`src/rtl/bcd_pkg.sv`:
```
// bcd_pkg: shared BCD constants and digit/vector validity helpers
package bcd_pkg;
  localparam int BCD_W = 4;
  localparam logic [3:0] BCD_MAX = 4'd9;

  function automatic logic bcd_digit_valid(input logic [3:0] d);
    return d <= BCD_MAX;
  endfunction

  function automatic logic bcd_vec_valid(input logic [31:0] v, input int n);
    for (int i = 0; i < 8; i++)
      if (i < n && !bcd_digit_valid(v[i*BCD_W+:BCD_W])) return 1'b0;
    return 1'b1;
  endfunction
endpackage

```
`src/rtl/bcd_digit_cell.sv`:
```
// bcd_digit_cell: one BCD digit step with carry/borrow ripple
import bcd_pkg::*;
module bcd_digit_cell (
  input  logic [3:0] digit,
  input  logic       dir,
  input  logic       step_in,
  output logic [3:0] next,
  output logic       step_out
);
  logic [3:0] up_v, dn_v;
  // wrap the digit at 9/0 and ripple a carry or borrow when it does
  always_comb begin
    up_v = (digit == BCD_MAX) ? 4'd0 : digit + 4'd1;
    dn_v = (digit == 4'd0) ? BCD_MAX : digit - 4'd1;
    next = step_in ? (dir ? up_v : dn_v) : digit;
    step_out = step_in & (dir ? (digit == BCD_MAX) : (digit == 4'd0));
  end
endmodule

```
`src/rtl/bcd_counter_multi.sv`:
```
// bcd_counter_multi: cascaded BCD up/down counter with programmable wrap limit
import bcd_pkg::*;
module bcd_counter_multi #(
  parameter int DIGITS = 2
) (
  input  logic                  CLK,
  input  logic                  CLR,
  input  logic                  EN,
  input  logic                  DIR,
  input  logic                  LOAD_EN,
  input  logic [4*DIGITS-1:0]   LOAD,
  input  logic [4*DIGITS-1:0]   LIMIT,
  output logic [4*DIGITS-1:0]   OUT,
  output logic                  OF,
  output logic                  UF,
  output logic                  LOAD_ERR,
  output logic                  AT_MAX,
  output logic                  AT_ZERO
);
  localparam int W = 4 * DIGITS;
  logic [W-1:0] out_q, out_d, elim, nxt;
  logic of_q, of_d, uf_q, uf_d, err_q, err_d, load_ok;
  logic [DIGITS:0] step;
  assign step[0] = 1'b1;
  for (genvar i = 0; i < DIGITS; i++) begin : g_dig
    bcd_digit_cell u_cell (
      .digit   (out_q[i*4+:4]),
      .dir     (DIR),
      .step_in (step[i]),
      .next    (nxt[i*4+:4]),
      .step_out(step[i+1])
    );
  end
  // an invalid limit digit falls back to the full all-nines range
  always_comb begin
    elim = bcd_vec_valid(32'(LIMIT), DIGITS) ? LIMIT : {DIGITS{4'h9}};
    load_ok = bcd_vec_valid(32'(LOAD), DIGITS) && (LOAD <= elim);
  end
  // next-state selection: load, then count with wrap, else hold
  always_comb begin
    out_d = out_q;
    of_d = 1'b0;
    uf_d = 1'b0;
    err_d = 1'b0;
    if (LOAD_EN) begin
      out_d = load_ok ? LOAD : out_q;
      err_d = !load_ok;
    end else if (EN && DIR) begin
      of_d = out_q >= elim;
      out_d = of_d ? '0 : nxt;
    end else if (EN) begin
      uf_d = out_q == '0;
      out_d = uf_d ? elim : nxt;
    end
  end
  // state and pulse registers with synchronous clear
  always_ff @(posedge CLK) begin
    if (CLR) begin
      out_q <= '0;
      of_q <= 1'b0;
      uf_q <= 1'b0;
      err_q <= 1'b0;
    end else begin
      out_q <= out_d;
      of_q <= of_d;
      uf_q <= uf_d;
      err_q <= err_d;
    end
  end
  assign OUT = out_q;
  assign OF = of_q;
  assign UF = uf_q;
  assign LOAD_ERR = err_q;
  assign AT_MAX = out_q == elim;
  assign AT_ZERO = out_q == '0;
endmodule

```
`config.mk`:
```
export PLATFORM = sky130hd
export DESIGN_NAME = bcd_counter_multi
export DESIGN_NICKNAME = d
export VERILOG_FILES = /design/src/rtl/bcd_pkg.sv /design/src/rtl/bcd_digit_cell.sv /design/src/rtl/bcd_counter_multi.sv
export SDC_FILE = /design/constraint.sdc
export NUM_CORES = 1
export LEC_CHECK = 0
export ABC_CLOCK_PERIOD_IN_PS = 3640
export CELL_PAD_IN_SITES_DETAIL_PLACEMENT = 1
export CELL_PAD_IN_SITES_GLOBAL_PLACEMENT = 1
export CORE_ASPECT_RATIO = 1.75
export CORE_MARGIN = 3
export CORE_UTILIZATION = 37
export DETAILED_ROUTE_END_ITERATION = 10
export PLACE_DENSITY = 0.79
export SLEW_MARGIN = 20
export SYNTH_ARGS = -nofsm -noshare
export SYNTH_HDL_FRONTEND = slang
export SYNTH_HIERARCHICAL = 1
export SYNTH_SLANG_ARGS = --single-unit
```
`constraint.sdc`:
```
create_clock -name CLK -period 3.64 [get_ports CLK]
set_input_delay 0.728 -clock CLK [delete_from_list [all_inputs] [get_ports CLK]]
set_output_delay 0.728 -clock CLK [all_outputs]
set_load 0.01 [all_outputs]
```
==> results of run 1 <==
-- repair_timing --
| item | CTS | global route |
|---|---|---|
| setup endpoints to repair | 1 | 1 |
| resized for setup | 1 | 2 |
| hold endpoints to repair | 0 | 0 |
-- routing by layer --
metal / wire, um / GRT usage / up-vias
met4: 109 / 0.07907 / 0
li1: - / - / 794
met1: 1844 / 0.2236 / 776
met5: 0 / 0 / -
met3: 142 / 0.02337 / 13
met2: 2780 / 0.4413 / 36
-- layout make-up --
type / instances / area [sq um] / area share
clock buffers: 4 / 45.04 / 0.02287
well taps: 46 / 57.56 / 0.02922
inverters: 19 / 71.32 / 0.03621
multi-input cells: 153 / 1140 / 0.5788
flip-flops and latches: 11 / 220.2 / 0.1118
repair buffers: 47 / 435.4 / 0.2211
-- power by group --
group | internal (W) | switching (W)
Sequential | 0.000130 | 0.0000260
Clock | 0.0000773 | 0.0000509
Combinational | 0.000141 | 0.000141
Total | 0.000348 | 0.000218
-- cells in the final DEF (no fill, tap or decap), drive strengths merged, types with 2 or more instances in the layout --
cell	count
clkbuf	4
a31oi	9
xnor2	2
nand4b	2
nor2	11
inv	19
nand2	14
nor4	2
nand4	4
xor2	2
ha	16
conb	7
a21bo	2
o22ai	6
or4	2
clkdlybuf4s50	33
nor3	2
a32o	8
a21oi	6
a211oi	2
a221o	4
dfxtp	11
o21ai	11
o21bai	2
o221ai	5
a31o	2
or2	3
nand2b	13
nor2b	6
buf	14
-- critical path: stages --
cell and delay, ps:
sky130_fd_sc_hd__clkdlybuf4s50_1 440, sky130_fd_sc_hd__o21ai_1 210, sky130_fd_sc_hd__nor2b_4 220, sky130_fd_sc_hd__nand2_1 90
sky130_fd_sc_hd__ha_1 330, sky130_fd_sc_hd__nand4_1 170, sky130_fd_sc_hd__nor2_1 140, sky130_fd_sc_hd__clkdlybuf4s50_1 540
-- per-stage QoR --
stage                     setup TNS [ps]  utilization  std cells
final                                  0       0.5321        280
after global routing              -33.96       0.5321        280
after CTS                              0       0.5301        280
after detailed placement          -6.761       0.5172        276
after global placement                 0       0.5172        276
after floorplan                        0            -        192
-- how the worst max path moves through the flow --
| stage | startpoint | endpoint |
|---|---|---|
| 6_report | LIMIT[1] | AT_MAX |
| 5_1_grt | LIMIT[1] | AT_MAX |
| 4_1_cts | LIMIT[5] | AT_MAX |
| 3_5_place_dp | LIMIT[1] | AT_MAX |
| 3_3_place_gp | LIMIT[5] | AT_MAX |
| 2_1_floorplan | LIMIT[5] | OUT[4] |
-- sequential cells by signal (all words and copies together), names as in the netlist --
signal / count
OUT: 8
OF: 1
LOAD_ERR: 1
UF: 1
==> impl_metrics.csv, run 1 <==
group,metric,value,unit
critical_path,worst-r2r-cell-count,8,
critical_path,crit_required,2910,ps
final_layout,nFillCells,471,
final_layout,insertedDiodeCount,0,
timing,max_freq,278.1,MHz
routing,final_antenna_net_count,0,
worst_hold_path,hold_path_startpoint,"OUT[7]",
critical_path,regToRegStartpoint,"OUT[0]",
placed_design,placed_cell_area,1914,sq um
floorplanning,die-area,4744,sq um
final_layout,nNetsFinal,272,
timing,timing.final.hold_violations,0,
routing,route.detailed.vias_per_inst,5.782,
synth,yosys_warnings,6,
global_route,number_of_antenna_violations_at_the_first_check_in_global_routing,0,
global_route,grt_first_pass_wirelength,7.948,mm
worst_hold_path,worstHoldPathCells,1,
run_status,outcome,"finished clean",
placed_design,routability_congestion_estimate,0.9018,
cts,clock_latency,240,ps
cts,cts_hold_buf,0,
power,finalPower,0.0005663,W
final_layout,proportion_of_layout_cells_with_a_drive_suffix_above_1,0.1581,
routing,drt_wl_cell,17.41,um
timing,setup_viol_count_final,0,
floorplanning,die_h,88.89,um
critical_path,cp_data_arrival_time,2870,ps
synth,synthesis.instances,186,
timing,final_max_slew_viol_count,0,
global_route,first_global_vias,1796,
cts,cts_setup_buffers,0,
routing,detail_route.iter0.violations,49,
power,cellPowerDensity,287.6,nW/um^2
floorplanning,floorplan.die.width,53.37,um
cts,clock-sinks,11,
routing,detail_route.first_pass.iterations,4,
timing,postLayoutSetupSlackWorst,44.72,ps
synth,syn_area,1453,sq um
timing,fin_worst_skew,1.663,ps
placed_design,portBuffers,33,
cts,cts.root.buffer_cell,"sky130_fd_sc_hd__clkbuf_8",
global_route,grt_overflow_total,0,
power,vdd_drop_max,0.1544,mV
cts,cts_max_path_buffers,2,
routing,via_count,1619,
global_route,pin_count_of_the_biggest_net_entering_global_routing,17,
placed_design,pre_cts_ws,-6.761,ps
routing,drc_violations_left,0,
floorplanning,rows,29,
critical_path,critPathLaunchType,"input port",
floorplanning,ios,34,
worst_hold_path,worst_min_delay_path_category,"flop to flop",
cts,clk_pin_slew,60,ps
cts,cts-buffers-inserted,3,
cts,htree_levels,1,
synth,syn_avg_cell_area,7.810,sq um
global_route,gr-usage-all-layers,0.2216,
routing,detail_route.wirelength,4.876,mm
critical_path,crit_type,"input port to output port",
worst_hold_path,hold_path_end,"OUT[7]",
timing,layout_worst_path_cycle_share,0.9877,
floorplanning,initial_core_util,0.3925,
timing,worst_pin_slew,525.7,ps
job,maxCapViolations,0,
critical_path,worstSetupEndpointType,"output port",
critical_path,ff2ff_setup_slack,1150,ps
final_layout,synthToLayoutAreaGrowth,35.57,%
floorplanning,placeable_core_region,3701,sq um
cts,tritoncts,"done",
critical_path,timing.critical_path.fanout_max,4,
placed_design,post-dp-hpwl,3.990,mm
critical_path,timing.rr.end,"OUT[7]",
power,p_leak,0.7759,nW
final_layout,post-route-cell-area,1969,sq um
timing,post-route-min-period,3595,ps
timing,slew-limit-headroom,0.6489,
timing,hold-worst-slack,674.8,ps
No activity file was read; power rests on OpenSTA's default activity.
==> inputs of run 2 (changes only) <==
--- a/config.mk
+++ b/config.mk
@@ -12,7 +12,7 @@
 export CORE_MARGIN = 3
 export CORE_UTILIZATION = 37
 export DETAILED_ROUTE_END_ITERATION = 10
-export PLACE_DENSITY = 0.79
+export PLACE_DENSITY = 0.91
 export SLEW_MARGIN = 20
 export SYNTH_ARGS = -nofsm -noshare
 export SYNTH_HDL_FRONTEND = slang
==> run 2 against run 1 <==
  * Count of clock-buffer cells in the layout did not move
  * Total power fell by 0.17%
  * Die area did not move
  * First-iteration DRC count fell by 22%
  * Critical path depth rose by 4
  * Utilization fell by 0.10 points
  * Fmax rose by 8.3%
  * Register-to-register slack improved by 20 ps
  * Sequential share of layout area barely moved
  * Via count fell by 0.93%
  * Setup slack improved by 280 ps
==> impl_metrics.csv, run 2 (synthesis gave the netlist of run 1 again) <==
group,metric,value,unit
timing,slew-limit-headroom,0.5986,
timing,postLayoutSetupSlackWorst,320.0,ps
critical_path,cp_cell_sequence,"clkdlybuf4s50_1, o21ai_2, nor2b_4, nand2_1, buf_4, ha_1, a21oi_1, nor2_1, a211oi_1, a31oi_1, nor2_1, a32o_1",
critical_path,buffering_stage_count_on_the_worst_path_with_inverters_included,2,
routing,drc_violations_left,0,
floorplanning,die-area,4744,sq um
final_layout,post-route-cell-area,1966,sq um
timing,fin_tns_setup,0,ps
cts,cts_hold_buf,0,
final_layout,insertedDiodeCount,0,
cts,cts.root.buffer_cell,"sky130_fd_sc_hd__clkbuf_8",
floorplanning,initial_core_util,0.3925,
final_layout,largest_register_ff_count,8,
global_route,number_of_antenna_violations_at_the_first_check_in_global_routing,0,
critical_path,critical_path.slowest_cell,"sky130_fd_sc_hd__nor2_1",
critical_path,critPathTopFamily,"compound AO/OA/AOI/OAI gates",
timing,grt_setup_unrepaired,"no",
global_route,first_global_vias,1662,
final_layout,nFillCells,468,
job,maxCapViolations,0,
timing,final_max_slew_viol_count,0,
placed_design,pre_cts_ws,-36.53,ps
critical_path,timing.critical_path.fanout_max,8,
floorplanning,die_h,88.89,um
timing,layout_worst_path_cycle_share,0.9121,
final_layout,layout.cells.most_common,"sky130_fd_sc_hd__clkdlybuf4s50_1",
placed_design,routability_congestion_estimate,0.8941,
power,p_leak,0.7904,nW
routing,detail_route.first_pass.iterations,4,
routing,wl_met2,2.654,mm
routing,final_antenna_net_count,0,
power,cellPowerDensity,287.6,nW/um^2
critical_path,crit_required,3820,ps
power,vdd_drop_max,0.1925,mV
timing,fin_worst_skew,1.175,ps
floorplanning,floorplan.die.width,53.37,um
timing,post-route-min-period,3320,ps
routing,detail_route.iter0.violations,38,
routing,drt_wl_cell,16.92,um
cts,htree_levels,1,
critical_path,worstSetupEndpointType,"flop",
cts,clock-sinks,11,
cts,tritoncts,"done",
routing,met3_length,105,um
cts,cts_max_path_buffers,2,
global_route,grt_overflow_total,0,
final_layout,most-common-layout-cells,"sky130_fd_sc_hd__clkdlybuf4s50_1, sky130_fd_sc_hd__inv_1, sky130_fd_sc_hd__ha_1",
worst_hold_path,worst_min_delay_path_category,"flop to flop",
cts,cts-buffers-inserted,3,
floorplanning,placeable_core_region,3701,sq um
placed_design,portBuffers,33,
placed_design,placed_cell_area,1899,sq um
routing,via_count,1604,
final_layout,proportion_of_layout_cells_with_a_drive_suffix_above_1,0.1552,
timing,max_freq,301.2,MHz
global_route,gr-usage-all-layers,0.2187,
final_layout,utilization_after_layout,0.5311,
cts,clock_latency,250,ps
critical_path,cp_data_arrival_time,3500,ps
cts,clk_pin_slew,50,ps
critical_path,worst_path_most_repeated_cell,"sky130_fd_sc_hd__nor2_1",
routing,wirelength_met1,1.790,mm
timing,timing.final.hold_violations,0,
routing,detail_route.wirelength,4.705,mm
final_layout,synthToLayoutAreaGrowth,35.31,%
routing,top_signal_layer_used,"met4",
floorplanning,ios,34,
critical_path,crit_type,"input port to flop",
floorplanning,rows,29,
timing,worst_pin_slew,600.9,ps
final_layout,nNetsFinal,270,
global_route,grt_first_pass_wirelength,7.707,mm
timing,hold-worst-slack,693.9,ps
global_route,pin_count_of_the_biggest_net_entering_global_routing,17,
run_status,outcome,"finished clean",
placed_design,post-dp-hpwl,3.693,mm
critical_path,timing.critical_path.slowest_cell_delay,460,ps
critical_path,critPathLaunchType,"input port",
routing,route.detailed.vias_per_inst,5.770,
timing,setup_viol_count_final,0,
-- run 2: cell types whose count changed in the layout (fill, tap and decap cells not counted) --
cell | before | now
sky130_fd_sc_hd__nor2b_4 | 1 | 2
sky130_fd_sc_hd__nor2b_2 | 1 | 0
sky130_fd_sc_hd__o21ai_1 | 7 | 6
sky130_fd_sc_hd__dlymetal6s2s_1 | 0 | 1
sky130_fd_sc_hd__o21ai_2 | 1 | 2
sky130_fd_sc_hd__clkdlybuf4s50_1 | 33 | 32
sky130_fd_sc_hd__buf_4 | 14 | 12
-- run 2: worst paths after layout --
path	startpoint	to	slack, ps	cells past startpoint
max	LIMIT[1]	OUT[5]	320	12
min	OUT[7]	OUT[7]	690	1
max reg2reg	OUT[0]	OUT[7]	1170	8
min reg2reg	OUT[7]	OUT[7]	690	1
-- run 2: what timing repair did --
item	CTS	global route
setup buffers	0	0
gates cloned	0	0
setup endpoints to repair	1	1
pin swaps	0	1
gates resized for setup	1	5
-- run 2: area by class of cell --
class	instances	area [sq um]	area share
multi-input cells	153	1149	0.5843
inverters	19	71.32	0.03628
repair buffers	45	422.9	0.2151
flip-flops and latches	11	220.2	0.1120
well taps	46	57.56	0.02928
clock buffers	4	45.04	0.02292
-- run 2: where the power goes --
part	internal, W	switching, W	total (W)	leakage, nW
clock	0.0000774	0.0000515	0.000129	0.0228
combinational	0.000139	0.000141	0.000280	0.678
sequential	0.000130	0.0000261	0.000156	0.0900
total	0.000347	0.000219	0.000565	0.790
-- run 2: through the flow --
step / total power, W / cells
6_report: 0.0005653 / 278
5_1_grt: 0.0006030 / 278
4_1_cts: 0.0005639 / 278
3_5_place_dp: 0.0004301 / 274
3_3_place_gp: 0.0004184 / 274
2_1_floorplan: 0.0003304 / 192
-- run 2: per-layer routing --
metal / GRT usage / vias to the layer above
met3: 0.02170 / 13
met1: 0.2271 / 771
met2: 0.4190 / 36
met4: 0.1000 / 0
li1: - / 784
met5: 0 / -
